**config.mk**
```make
export PLATFORM = sky130hd
export DESIGN_NAME = dp_share_ctrl
export DESIGN_NICKNAME = d
export VERILOG_FILES = /design/src/rtl/dp_share_pkg.sv /design/src/rtl/rr_arb2.sv /design/src/rtl/dp_share_ctrl.sv
export SDC_FILE = /design/constraint.sdc
export NUM_CORES = 1
export LEC_CHECK = 0
export ABC_AREA = 1
export CORE_ASPECT_RATIO = 2
export CORE_MARGIN = 2
export CORE_UTILIZATION = 44
export CTS_CLUSTER_DIAMETER = 80
export DETAILED_ROUTE_END_ITERATION = 8
export PLACE_DENSITY = 0.82
export SLEW_MARGIN = 25
export SYNTH_ARGS = -nofsm -noshare
export SYNTH_HDL_FRONTEND = slang
export SYNTH_HIERARCHICAL = 1
export SYNTH_SLANG_ARGS = --single-unit
```
**constraint.sdc**
```tcl
create_clock -name clk -period 2.33 [get_ports clk]
set_input_delay 0.466 -clock clk [delete_from_list [all_inputs] [get_ports clk]]
set_output_delay 0.466 -clock clk [all_outputs]
set_load 0.01 [all_outputs]
```
**src/rtl/dp_share_pkg.sv**
```systemverilog
// Shared definitions for the two-client divider sequencer.
//   state_t   : controller state encoding (IDLE/LOAD/SUB/CHK/DONE)
//   W_DEF     : default datapath / operand width
//   MAX_Q_DEF : default quotient guard; a count beyond it aborts the op
//   N_REQ     : number of requesters sharing the datapath
package dp_share_pkg;

  localparam int W_DEF     = 8;
  localparam int MAX_Q_DEF = 127;
  localparam int N_REQ     = 2;

  typedef enum logic [2:0] {
    IDLE = 3'd0,
    LOAD = 3'd1,
    SUB  = 3'd2,
    CHK  = 3'd3,
    DONE = 3'd4
  } state_t;

endpackage

```
**src/rtl/rr_arb2.sv**
```systemverilog
// Two-way arbiter with a last-served pointer.
// Build option: DP_SHARE_FIXED_PRIO_EN -- when defined, requester 0 always
// wins a tie and the pointer register is removed.
// Ports:
//   clk, reset : clock, asynchronous active-high reset
//   req[1:0]   : pending requests
//   advance    : one-cycle pulse when the served requester releases
//   served     : index of the requester that was just served
//   gnt        : index of the requester that would be granted now
//   valid      : at least one request is pending
module rr_arb2
  import dp_share_pkg::*;
(
  input  logic             clk,
  input  logic             reset,
  input  logic [N_REQ-1:0] req,
  input  logic             advance,
  input  logic             served,
  output logic             gnt,
  output logic             valid
);

  assign valid = |req;

`ifdef DP_SHARE_FIXED_PRIO_EN
  // No state needed: requester 0 wins whenever it is asking.
  logic unused_ok;
  assign unused_ok = ^{clk, reset, advance, served};
  assign gnt = ~req[0];
`else
  // last = index of the requester served most recently. Reset value 1 makes
  // requester 0 win the first tie.
  logic last;

  always_ff @(posedge clk or posedge reset) begin
    if (reset) begin
      last <= 1'b1;
    end else if (advance) begin
      last <= served;
    end
  end

  always_comb begin
    gnt = req[1];
    if (req[0] && req[1]) begin
      gnt = ~last;
    end
  end
`endif

endmodule

```
**src/rtl/dp_share_ctrl.sv**
```systemverilog
// Sequencer/arbiter sharing one repeated-subtraction divider datapath
// between two requesters.
// Build option: DP_SHARE_FIXED_PRIO_EN (see rr_arb2) selects fixed priority
// instead of round-robin.
// Ports:
//   clk, reset          : clock, asynchronous active-high reset
//   req0/req1           : requests; operands a0,b0 / a1,b1 held stable
//   ack0/ack1           : result valid for that requester
//   q, rem, err         : quotient, remainder, error (valid while an ack is high)
//   owner               : current or last granted requester
//   dp_a, dp_b          : operands to datapath (0 outside an op)
//   dp_l, dp_s          : datapath load / subtract strobes
//   dp_r                : datapath R register (MSB is the sign)
//   dbg_state           : current controller state
//
// Handshake (four-phase): a requester raises req with stable operands; the
// block raises that requester's ack with q/rem/err valid and holds it until
// req drops; ack falls on the next edge after req is seen low. A request that
// arrives while another op runs waits and is served later.
module dp_share_ctrl
  import dp_share_pkg::*;
#(
  parameter int W     = W_DEF,
  parameter int MAX_Q = MAX_Q_DEF
) (
  input  logic         clk,
  input  logic         reset,
  input  logic         req0,
  input  logic         req1,
  input  logic [W-1:0] a0,
  input  logic [W-1:0] b0,
  input  logic [W-1:0] a1,
  input  logic [W-1:0] b1,
  output logic         ack0,
  output logic         ack1,
  output logic [W-1:0] q,
  output logic [W-1:0] rem,
  output logic         err,
  output logic         owner,
  output logic [W-1:0] dp_a,
  output logic [W-1:0] dp_b,
  output logic         dp_l,
  output logic         dp_s,
  input  logic [W-1:0] dp_r,
  output logic [2:0]   dbg_state
);

  localparam logic [W:0] MAX_Q_V = MAX_Q[W:0];

  state_t         state, state_nxt;
  logic           owner_r;
  logic [W-1:0]   cnt;
  logic [W-1:0]   rem_q;
  logic [W-1:0]   q_r;
  logic [W-1:0]   rem_r;
  logic           err_r;

  logic           arb_gnt;
  logic           arb_valid;
  logic           arb_adv;
  logic           req_own;
  logic [W-1:0]   ga;
  logic [W-1:0]   gb;
  logic           bad;
  logic [W:0]     cnt_inc;
  logic           op_act;

  assign req_own = owner_r ? req1 : req0;
  assign arb_adv = (state == DONE) && !req_own;

  rr_arb2 u_arb (
    .clk     (clk),
    .reset   (reset),
    .req     ({req1, req0}),
    .advance (arb_adv),
    .served  (owner_r),
    .gnt     (arb_gnt),
    .valid   (arb_valid)
  );

  // Operand screening on the pair that would be granted this cycle:
  // zero divisor or a set sign bit is rejected without touching the datapath.
  assign ga  = arb_gnt ? a1 : a0;
  assign gb  = arb_gnt ? b1 : b0;
  assign bad = (gb == '0) || ga[W-1] || gb[W-1];

  // One extra bit so the guard compare cannot wrap.
  assign cnt_inc = {1'b0, cnt} + {{W{1'b0}}, 1'b1};

  always_ff @(posedge clk or posedge reset) begin
    if (reset) begin
      state <= IDLE;
    end else begin
      state <= state_nxt;
    end
  end

  always_comb begin
    state_nxt = state;
    case (state)
      IDLE: if (arb_valid) state_nxt = bad ? DONE : LOAD;
      LOAD: state_nxt = SUB;
      SUB:  state_nxt = CHK;
      CHK: begin
        if (dp_r[W-1]) begin
          state_nxt = DONE;
        end else if (cnt_inc > MAX_Q_V) begin
          state_nxt = DONE;
        end else begin
          state_nxt = SUB;
        end
      end
      DONE: if (!req_own) state_nxt = IDLE;
      default: state_nxt = IDLE;
    endcase
  end

  // rem_q keeps the value of R from before the last subtraction: once R goes
  // negative, that earlier value is the remainder.
  always_ff @(posedge clk or posedge reset) begin
    if (reset) begin
      owner_r <= 1'b0;
      cnt     <= '0;
      rem_q   <= '0;
      q_r     <= '0;
      rem_r   <= '0;
      err_r   <= 1'b0;
    end else begin
      case (state)
        IDLE: begin
          if (arb_valid) begin
            owner_r <= arb_gnt;
            cnt     <= '0;
            if (bad) begin
              err_r <= 1'b1;
              q_r   <= '0;
              rem_r <= '0;
            end
          end
        end
        SUB: rem_q <= dp_r;
        CHK: begin
          if (dp_r[W-1]) begin
            q_r   <= cnt;
            rem_r <= rem_q;
            err_r <= 1'b0;
          end else begin
            cnt <= cnt_inc[W-1:0];
            if (cnt_inc > MAX_Q_V) begin
              err_r <= 1'b1;
              q_r   <= '0;
              rem_r <= '0;
            end
          end
        end
        default: ;
      endcase
    end
  end

  assign op_act    = (state == LOAD) || (state == SUB) || (state == CHK);
  assign dp_l      = (state == LOAD);
  assign dp_s      = (state == SUB);
  assign dp_a      = op_act ? (owner_r ? a1 : a0) : '0;
  assign dp_b      = op_act ? (owner_r ? b1 : b0) : '0;
  assign ack0      = (state == DONE) && !owner_r;
  assign ack1      = (state == DONE) && owner_r;
  assign q         = q_r;
  assign rem       = rem_r;
  assign err       = err_r;
  assign owner     = owner_r;
  assign dbg_state = state;

endmodule

```
**After elaboration in Yosys (flattened, before gate mapping)**

Cells that the tools add are included.

- $add $sub $neg: 1
- Order comparisons: 1
- Equal/unequal tests: 9
- Muxes and demuxes: 29
- Bitwise logic cells: 1
- Reduce and logical (&&, ||, !) cells: 18

Operators with widths:

| kind | count |
|---|---|
| 8-bit two-way mux | 13 |
| 8-bit case mux with 2 select lines | 3 |
| 3-bit two-way mux | 5 |
| 3-bit case mux with 5 select lines | 1 |
| 8-bit by 1-bit adder with 9-bit output (second input constant) | 1 |
| 9-bit by 7-bit greater-than comparator with 1-bit output (second input constant) | 1 |
| 8-bit logical NOT | 1 |
| 2-bit inequality test (second input constant) | 4 |
| 3-bit by 2-bit == test with 1-bit output (second input constant) | 2 |
| 1-bit two-way mux | 6 |
| 1-bit logical AND | 4 |
| 1-bit logical OR | 4 |
| 2-bit AND reduction | 2 |
| 4-bit AND reduction | 1 |
| 3-bit by 1-bit == test with 1-bit output (second input constant) | 1 |
| 3-bit == test (second input constant) | 1 |
| 3-bit logical NOT | 1 |
| 3-bit inequality test (second input constant) | 1 |
| 3-bit AND reduction | 1 |
| 1-bit logical NOT | 2 |
| 1-bit case mux with 2 select lines | 1 |
| 2-bit nonzero test | 1 |
| 2-bit OR reduction | 1 |
| 1-bit NOT | 1 |

- Register bits after elaboration: 38
- Input port bits: 44
- Output and inout port bits: 41
- Logic and storage cells: 67

**Depth between registers and ports, before layout**

Gate-level depths: netlist (run 1).

- Depth in word-level cells: 9
- Mapped depth: 13
- Gate-level depth less buffers: 12

**By module**

The synthesis (run 1) kept the hierarchy.

By module, submodules not included:

| module | times used | cells each | area each (sq um) | sequential area each (sq um) |
|---|---|---|---|---|
| dp_share_ctrl | 1 | 316 | 2199.6 | 925.9 |
| rr_arb2 | 1 | 9 | 60.1 | 26.3 |

**Worst setup path before layout (run 1)**

No wires, ideal clock.

- Kind: register to output
- Start: register state[2], in the netlist dbg_state[2]
- End: output port dp_b[2]
- Data arrival time: 1462 ps
- Required time: 1864 ps
- Setup slack: 402 ps
- Stages on the path, launching flop included: 8
- Path buffers: 1
- Cell sequence: dfrtp_1 > nor3_4 > or2_2 > inv_1 > nand2_2 > buf_4 > nand2_1 > inv_1

- Word-level cells in the longest chain between the ends: 4
- Elaborated cells on any way between the ends: 6
- Classes of those cells: eq/ne (3); mux (1); reduce/logical (2)

Ends and longest elaborated chain:

| element | RTL line | RTL |
|---|---|---|
| start, declared | dp_share_ctrl.sv:50 | `state_t state, state_nxt;` |
| start signal, assigned | dp_share_ctrl.sv:94 | `state <= state_nxt;` |
| 3-bit by 2-bit == test with 1-bit output | n/a |  |
| named net dp_s | dp_share_ctrl.sv:43 | `output logic dp_s,` |
| 1-bit logical OR (2 in a row) | dp_share_ctrl.sv:161 | `assign op_act = (state == LOAD) \|\| (state == SUB) \|\| (state == CHK);` |
| 8-bit two-way mux | dp_share_ctrl.sv:165 | `assign dp_b = op_act ? (owner_r ? b1 : b0) : '0;` |
| end, declared | dp_share_ctrl.sv:41 | `output logic [W-1:0] dp_b,` |

The timed path passes the listed nets, and every way through them passes these cells.

**Worst setup path after layout (run 1)**

- Start: register state[2], in the netlist dbg_state[2]
- End: output port dp_s

- Word-level cells in the longest chain between the ends: 1

Ends and longest elaborated chain:

| element | RTL line | RTL |
|---|---|---|
| 3-bit by 2-bit == test with 1-bit output | dp_share_ctrl.sv:163 | `assign dp_s = (state == SUB);` |
| end, declared | dp_share_ctrl.sv:43 |  |

Every way passes these cells.

==> results of run 1 <==
==> where the power goes <==
part | leakage [uW] | switching [uW] | total (uW) | internal (uW)
combinational | 0.00129 | 782 | 1350 | 566
clock | 0.0000714 | 244 | 700 | 457
sequential | 0.000504 | 92.4 | 883 | 791
total | 0.00187 | 1120 | 2930 | 1810
==> final cells by class <==
type,count,area (sq um),area share [%]
inverters,48,183,5.43
flip-flops and latches,38,955,28.4
clock buffers,6,82.6,2.45
multi-input cells,232,1100,32.6
well taps,57,71.3,2.12
repair buffers,96,917,27.2
clock inverters,2,60.1,1.78
==> timing repair <==
action	CTS	global route
gates resized for setup	23	4
pin swaps	1	0
cloned	1	0
setup buffers	3	1
endpoints found under the setup margin	16	4
==> stage by stage <==
step	utilization [%]	total power, uW	worst slack (ns)	hold slack [ns]
floorplan	-	1680	0.402	0.356
global placement	64.7	2180	0.0900	0.453
detailed placement	64.7	2220	-0.0106	0.457
CTS	68.2	2940	0.0126	0.477
global route	68.6	3130	-0.00539	0.499
finish	68.6	2930	0.0852	0.471
==> worst max-delay path: cells and delay by family (launching register included) <==
family | cells | cell delay, ns
buffers and inverters | 3 | 0.88
and+or+nand+nor | 1 | 0.19
DFF | 1 | 0.41
==> worst paths after layout <==
check / to / from / depth (start not counted) / slack (ns)
setup reg to reg: err$_DFFE_PP0P_ / cnt[0]$_DFFE_PP0P_ / 12 / 0.49
min in group asynchronous: u_arb/last$_DFFE_PP1P_ / reset / 2 / 0.48
max in group asynchronous: dbg_state[0]$_DFFE_PP0P_ / reset / 3 / 1.41
hold reg to reg: rem[1]$_DFFE_PP0P_ / rem[1]$_DFFE_PP0P_ / 2 / 0.47
hold / removal: rem[1]$_DFFE_PP0P_ / rem[1]$_DFFE_PP0P_ / 2 / 0.47
setup / recovery: dp_s / dbg_state[2]$_DFFE_PP0P_ / 4 / 0.09
==> cell families (layout without fill, tap and decap cells) <==
family | after synthesis | after routing | synth area share, %
and+or+nand+nor | 206 | 207 | 40.6
adders and majority gates | 2 | 2 | 1.11
xor gates and xnor gates | 1 | 1 | 0.388
AOI/OAI and AO/OA | 22 | 22 | 5.37
DFF | 38 | 38 | 42.1
buffers and inverters | 56 | 152 | 10.4
==> cell usage after synthesis (3+ instances only) <==
cell	count
nor3_1	3
nand2_2	21
o21ai_0	15
dfrtp_1	37
nand3_2	4
clkbuf_1	5
inv_1	44
nand3_1	9
nand2_1	145
nor2_1	13
inv_2	3
==> registers in the layout (all words and copies together), names as in the netlist <==
| name | cells |
|---|---|
| q | 8 |
| err | 1 |
| owner | 1 |
| cnt | 8 |
| rem | 8 |
| u_arb/last | 1 |
| rem_q | 8 |
| dbg_state | 3 |
==> per-layer routing <==
| metal | wire length [um] | share of wire, % |
|---|---|---|
| met1 | 1970 | 34 |
| met2 | 3260 | 56 |
| met3 | 388 | 6.7 |
| met4 | 170 | 2.9 |
| met5 | 0 | 0 |
==> impl_metrics.py, run 1 <==
metrics = {
    "cts": {
        "h-tree-depth": 2,
        "cts_inserted_buffers": 5,
        "tritoncts": "built",
        "root_buffer": "clkbuf_8",
        "path_clk_slew_ns": 0.08,
        "ctsLongestPathBuffers": 2,
        "cts_sinks": 38,
        "ctsHoldBuffers": 0,
        "clk_latency_ns": 0.30,
    },
    "timing": {
        "slew_violations": 0,
        "tightest_slew_ns": 0.447,
        "layout_min_cycle_time_ns": 2.24,
        "fin_skew_ns": 0.00751,
        "setup_violations": 0,
        "period_share_pct": 96.3,
        "clock.fmax_mhz": 445,
        "hold_violations": 0,
        "tns_ns": 0,
        "slew_headroom_pct": 70.2,
    },
    "cells_and_area": {
        "finalNonFillerCells": 479,
        "diodes": 0,
        "synthToLayoutAreaGrowth_pct": 48.9,
        "layout.nets": 467,
        "fin_area_sq_um": 3370,
        "mostFrequentLayoutCells": "145 x nand2_1, 66 x clkdlybuf4s50_1, 43 x inv_1",
        "fillCellCount": 433,
        "drive_gt1_share_pct": 14.7,
        "layout_commonest_cell": "nand2_1",
    },
    "pwr": {
        "vdd_drop_max_uv": 760,
        "powerDensity_nw_per_um2": 871,
        "p_leak_uw": 0.00187,
    },
    "die": {
        "die_y_um": 105,
        "rows": 36,
        "pin_count": 85,
        "core_area_sq_um": 4910,
        "die_area_sq_um": 5760,
        "start_util_pct": 46.0,
        "die_w_um": 54.7,
    },
    "placement": {
        "gp_congestion": 0.858,
        "hpwl_mm": 4.51,
        "port_buffers": 84,
        "dpl_cell_area_sq_um": 3180,
        "place_inst": 466,
    },
    "global_routing": {
        "grt_use_met2_pct": 41.8,
        "antenna_found_initial": 0,
        "use_met1_pct": 21.0,
        "overflow": 0,
        "grt_pass1_vias": 2333,
        "grt_pass1_wl_mm": 9.76,
        "gr-usage-met3_pct": 6.37,
        "grt.busiest_layer": "met2",
        "grt_use_total_pct": 22.8,
        "grt_max_degree": 38,
    },
    "routing": {
        "drt_iter0_markers": 38,
        "drtPass1Iterations": 4,
        "wl_mm": 5.79,
        "drc_errors": 0,
        "vias": 2301,
        "viasPerCell": 4.80,
        "ant_nets": 0,
        "wl_per_cell_um": 12.1,
    },
    "synthesis": {
        "syn_inst": 325,
        "async_flop_share_pct": 100,
        "syn-num-nets": 371,
        "yosys.area.top_type_share_pct": 41.0,
        "ys.flop_type": "dfrtp_1",
        "synth-seq-area-share_pct": 42.1,
        "syn-cell-area_sq_um": 2260,
        "synth.ff_latch_count": 38,
        "ys_types": 29,
        "synth_edf_count": 0,
        "yosys.area.top_type": "dfrtp_1",
        "yosysWarningCount": 6,
        "synth.avg_cell_area_sq_um": 6.95,
        "synth_area_leaders": "dfrtp_1 41%, nand2_1 24%, inv_1 7.3%, nand2_2 5.8%, o21ai_0 3.3%",
    },
    "worst_setup_path": {
        "critical_path.max_fanout": 9,
        "crit_path_cell_trace": "buf_4 > nor3_4 > buf_4 > clkdlybuf4s50_1",
        "max_stage_delay_ns": 0.54,
        "arrival_ns": 1.78,
        "path_common_cell": "buf_4",
        "required_ns": 1.86,
        "worstSetupStartpointType": "flip-flop",
        "end_kind": "output pin",
        "slowest_stage": "clkdlybuf4s50_1",
        "critical_path_class": "reg -> out",
    },
    "run_status": {
        "status": "finished clean",
    },
    "job": {
        "drv_cap": 0,
    },
    "hold_path": {
        "hold_path_class": "reg -> reg",
    },
}
Note: power is estimated with default switching activity, not from simulation.
==> run 2: changes to the inputs <==
--- a/config.mk
+++ b/config.mk
@@ -8,10 +8,10 @@
 export ABC_AREA = 1
 export CORE_ASPECT_RATIO = 2
 export CORE_MARGIN = 2
-export CORE_UTILIZATION = 44
+export CORE_UTILIZATION = 33
 export CTS_CLUSTER_DIAMETER = 80
 export DETAILED_ROUTE_END_ITERATION = 8
-export PLACE_DENSITY = 0.82
+export PLACE_DENSITY = 0.65
 export SLEW_MARGIN = 25
 export SYNTH_ARGS = -nofsm -noshare
 export SYNTH_HDL_FRONTEND = slang
==> impl_metrics.py, run 2 (same netlist as run 1, synthesis figures left out) <==
metrics = {
    "worst_setup_path": {
        "critical_path_class": "reg -> out",
        "worstSetupStartpointType": "flip-flop",
        "critical_path.max_fanout": 8,
        "required_ns": 1.86,
        "arrival_ns": 1.74,
        "end_kind": "output pin",
    },
    "timing": {
        "hold_violations": 0,
        "fin_skew_ns": 0.00782,
        "setup_violations": 0,
        "tns_ns": 0,
        "rsz0062_at_grt": "no",
        "slew_headroom_pct": 68.5,
        "tightest_slew_ns": 0.473,
        "clock.fmax_mhz": 452,
        "period_share_pct": 94.9,
        "slew_violations": 0,
        "layout_min_cycle_time_ns": 2.21,
    },
    "cells_and_area": {
        "fillCellCount": 694,
        "regArea_sq_um": 956,
        "synthToLayoutAreaGrowth_pct": 50.4,
        "layout_commonest_cell": "nand2_1",
        "multiInputGateArea_sq_um": 1110,
        "fin_area_sq_um": 3400,
        "finish.utilization_pct": 51.3,
        "drive_gt1_share_pct": 14.6,
        "layout.nets": 464,
        "mostFrequentLayoutCells": "145 x nand2_1, 66 x clkdlybuf4s50_1, 43 x inv_1",
        "diodes": 0,
    },
    "die": {
        "start_util_pct": 34.1,
        "rows": 42,
        "die_w_um": 62.5,
        "die_area_sq_um": 7570,
        "die_y_um": 121,
        "pin_count": 85,
        "core_area_sq_um": 6620,
    },
    "global_routing": {
        "grt_pass1_wl_mm": 9.78,
        "grt_max_degree": 38,
        "grt_pass1_vias": 2285,
        "grt_use_total_pct": 16.3,
        "overflow": 0,
        "antenna_found_initial": 0,
    },
    "cts": {
        "path_clk_slew_ns": 0.06,
        "clk_latency_ns": 0.28,
        "h-tree-depth": 2,
        "cts_sinks": 38,
        "ctsLongestPathBuffers": 2,
        "tritoncts": "built",
        "ctsHoldBuffers": 0,
        "cts_inserted_buffers": 5,
        "root_buffer": "clkbuf_16",
    },
    "placement": {
        "hpwl_mm": 4.48,
        "port_buffers": 84,
        "dpl_cell_area_sq_um": 3210,
        "gp_congestion": 0.820,
    },
    "routing": {
        "drt_iter0_markers": 84,
        "wl_per_cell_um": 11.4,
        "drtPass1Iterations": 4,
        "viasPerCell": 4.43,
        "wl_mm": 5.80,
        "vias": 2246,
        "ant_nets": 0,
        "drc_errors": 0,
    },
    "job": {
        "drv_cap": 0,
    },
    "pwr": {
        "powerDensity_nw_per_um2": 848,
        "total_power_uw": 2880,
        "p_leak_uw": 0.00184,
        "vdd_drop_max_uv": 570,
    },
    "run_status": {
        "status": "finished clean",
    },
    "hold_path": {
        "hold_path_class": "reg -> reg",
    },
}
-- run 2: cell types whose count changed in the layout (fill, tap and decap cells not counted), moves of 2 or more --
cell and delta:
clkbuf_8 -5, bufinv_16 -2, clkbuf_16 +5, buf_4 -3
-- run 2: path summary, 6_finish.rpt --
path / start / to / slack (ns) / cells past startpoint
hold / removal: u_arb/last$_DFFE_PP1P_ / u_arb/last$_DFFE_PP1P_ / 0.46 / 2
setup reg to reg: cnt[0]$_DFFE_PP0P_ / rem[7]$_DFFE_PP0P_ / 0.46 / 11
setup / recovery: dbg_state[0]$_DFFE_PP0P_ / dp_b[5] / 0.12 / 8
min in group asynchronous: reset / u_arb/last$_DFFE_PP1P_ / 0.51 / 2
max in group asynchronous: reset / dbg_state[2]$_DFFE_PP0P_ / 1.36 / 3
hold reg to reg: u_arb/last$_DFFE_PP1P_ / u_arb/last$_DFFE_PP1P_ / 0.46 / 2
-- run 2: per-stage QoR --
step                      setup slack [ns]  std cells  hold WS (ns)
final                                0.119        507         0.460
after detailed placement            0.0322        496         0.455
after floorplan                      0.402        325         0.356
after global routing                0.0148        507         0.481
after global placement              0.0778        496         0.453
after CTS                          0.00556        507         0.463
-- run 2: layout make-up --
cell class | instances | area share (%)
sequential | 38 | 28.1
inverter | 48 | 5.45
clock buffer | 6 | 4.09
clock inverter | 2 | 0.368
timing repair buffer | 93 | 26.1
multi-input combinational | 232 | 32.7
tap | 88 | 3.24
-- run 2: power by group --
part	internal, uW	switching, uW
Clock	423	263
Sequential	794	91.5
Combinational	541	770
Total	1760	1120
-- run 2: critical path, cell delays in order (launching register included) --
cell,delay (ns)
dfrtp_2,0.46
inv_2,0.08
nor3_2,0.05
or2_2,0.30
clkinv_4,0.10
nand2_4,0.09
nand2_1,0.07
inv_1,0.03
dlygate4sd2_1,0.27
-- run 2: timing repair --
| item | CTS | global route |
|---|---|---|
| resized for setup | 26 | 5 |
| buffers inserted | 2 | 0 |
| gates cloned | 1 | 0 |
| pin swaps | 1 | 0 |
| setup endpoints to repair | 16 | 5 |
-- run 2: layer usage --
layer	GRT usage [%]	up-vias	routed length, um
met5	0	-	0
met4	8.33	0	154
met3	2.78	10	318
met2	31.6	79	3200
met1	16.0	994	2120
li1	-	1163	-
==> run 3: changes to the inputs <==
--- a/config.mk
+++ b/config.mk
@@ -11,7 +11,8 @@
 export CORE_UTILIZATION = 33
 export CTS_CLUSTER_DIAMETER = 80
 export DETAILED_ROUTE_END_ITERATION = 8
-export PLACE_DENSITY = 0.65
+export DONT_BUFFER_PORTS = 1
+export PLACE_DENSITY = 0.49
 export SLEW_MARGIN = 25
 export SYNTH_ARGS = -nofsm -noshare
 export SYNTH_HDL_FRONTEND = slang
==> impl_metrics.py, run 3 (same netlist as run 1, synthesis figures left out) <==
metrics = {
    "global_routing": {
        "grt_pass1_vias": 2016,
        "antenna_found_initial": 0,
        "overflow": 0,
        "grt_pass1_wl_mm": 8.95,
        "grt_max_degree": 38,
        "grt_use_total_pct": 15.0,
    },
    "routing": {
        "drc_errors": 0,
        "wl_mm": 5.22,
        "wl_per_cell_um": 12.5,
        "viasPerCell": 4.63,
        "drt_iter0_markers": 74,
        "drtPass1Iterations": 4,
        "vias": 1935,
        "ant_nets": 0,
    },
    "timing": {
        "tightest_slew_ns": 0.485,
        "tns_ns": 0,
        "fin_skew_ns": 0.00449,
        "hold_violations": 0,
        "setup_violations": 0,
        "setup_ws_ns": 0.183,
        "period_share_pct": 92.1,
        "layout_min_cycle_time_ns": 2.15,
        "slew_violations": 0,
        "rsz0062_at_grt": "no",
        "slew_headroom_pct": 67.7,
        "clock.fmax_mhz": 466,
    },
    "pwr": {
        "total_power_uw": 2490,
        "pwr-share-comb_pct": 36.1,
        "p_leak_uw": 0.00142,
        "pwr-share-clk_pct": 27.3,
        "internal_power_uw": 1470,
        "sequentialPowerShare_pct": 36.7,
        "vdd_drop_max_uv": 511,
        "powerDensity_nw_per_um2": 994,
        "p_sw_uw": 1020,
        "switching_share_pct": 41.0,
    },
    "die": {
        "die_w_um": 62.5,
        "pin_count": 85,
        "core_area_sq_um": 6620,
        "die_y_um": 121,
        "start_util_pct": 34.1,
        "rows": 42,
        "die_area_sq_um": 7570,
    },
    "cts": {
        "cts_inserted_buffers": 5,
        "tritoncts": "built",
        "cts_sinks": 38,
        "ctsLongestPathBuffers": 2,
        "root_buffer": "clkbuf_16",
        "h-tree-depth": 2,
        "path_clk_slew_ns": 0.05,
        "clk_latency_ns": 0.28,
    },
    "cells_and_area": {
        "layout_commonest_cell": "nand2_1",
        "drive_gt1_share_pct": 14.8,
        "mostFrequentLayoutCells": "145 x nand2_1, 44 x inv_1, 37 x dfrtp_1",
        "finish.utilization_pct": 37.8,
        "diodes": 0,
        "finalNonFillerCells": 418,
        "layout.nets": 375,
        "synthToLayoutAreaGrowth_pct": 10.9,
    },
    "worst_setup_path": {
        "end_kind": "output pin",
        "required_ns": 1.86,
        "rr_startpoint": "cnt[0]$_DFFE_PP0P_",
        "arrival_ns": 1.68,
        "critical_path.max_fanout": 16,
        "reg2reg_to": "q[1]$_DFFE_PP0P_",
        "worstSetupStartpointType": "flip-flop",
        "rr_worst_depth": 12,
        "r2r_slack_ns": 0.50,
        "critical_path_class": "reg -> out",
    },
    "hold_path": {
        "hold_path_class": "in -> async",
    },
    "run_status": {
        "status": "finished clean",
    },
    "placement": {
        "place_inst": 410,
        "port_buffers": 0,
        "place_ws_ns": 0.390,
        "hpwl_mm": 4.06,
        "gp_congestion": 0.798,
    },
    "job": {
        "drv_cap": 0,
    },
}
==> run 3: how the worst max path moves through the flow <==
stage / to / start / cells past startpoint
after global placement: dp_a[5] / dbg_state[2]$_DFFE_PP0P_ / 6
after detailed placement: dp_a[6] / dbg_state[2]$_DFFE_PP0P_ / 6
after CTS: dp_a[6] / dbg_state[2]$_DFFE_PP0P_ / 6
after global routing: dp_a[4] / dbg_state[0]$_DFFE_PP0P_ / 7
final: dp_a[1] / dbg_state[2]$_DFFE_PP0P_ / 6
after floorplan: dp_b[2] / dbg_state[2]$_DFFE_PP0P_ / 7
==> run 3: per-layer routing <==
metal  wire (um)  global-route usage (%)  vias up
li1            -                       -      976
met1        1950                    14.5      876
met2        2870                    29.4       72
met3         269                    3.25       11
met4         128                    6.81        0
met5           0                       0        -
==> run 3: timing repair <==
action	CTS	global route
endpoints found under the setup margin	0	16
buffers inserted	0	0
resized for setup	0	1
hold buffers	0	0
==> run 3: worst max-delay path, stage by stage, from the launching register on <==
cell and delay, ns:
dfrtp_1 0.54, nor3_1 0.12, or2_2 0.29, inv_1 0.14, nand2_4 0.15, nand2_1 0.10, inv_1 0.07
==> run 3: area by class of cell <==
| cell class | count | area (sq um) |
|---|---|---|
| fill | 737 | 4120 |
| multi-input combinational | 231 | 1080 |
| sequential | 38 | 952 |
| inverter | 48 | 180 |
| clock buffer | 7 | 143 |
| tap | 88 | 110 |
| timing repair buffer | 5 | 37.5 |
| clock inverter | 1 | 5.00 |
==> run 3: per-stage QoR <==
| stage | cell area, sq um | hold WS (ns) |
|---|---|---|
| after floorplan | 2260 | 0.356 |
| after global placement | 2350 | 0.363 |
| after detailed placement | 2350 | 0.368 |
| after CTS | 2500 | 0.0661 |
| after global routing | 2510 | 0.0587 |
| final | 2510 | 0.0695 |
==> run 3: power by group through the flow <==
stage               registers (uW)  logic (uW)  clock network, uW
floorplan                      903         776                  0
global placement               924         909                  0
detailed placement             927         919                  0
CTS                            917         920                695
global route                   934        1040                724
finish                         914         898                679
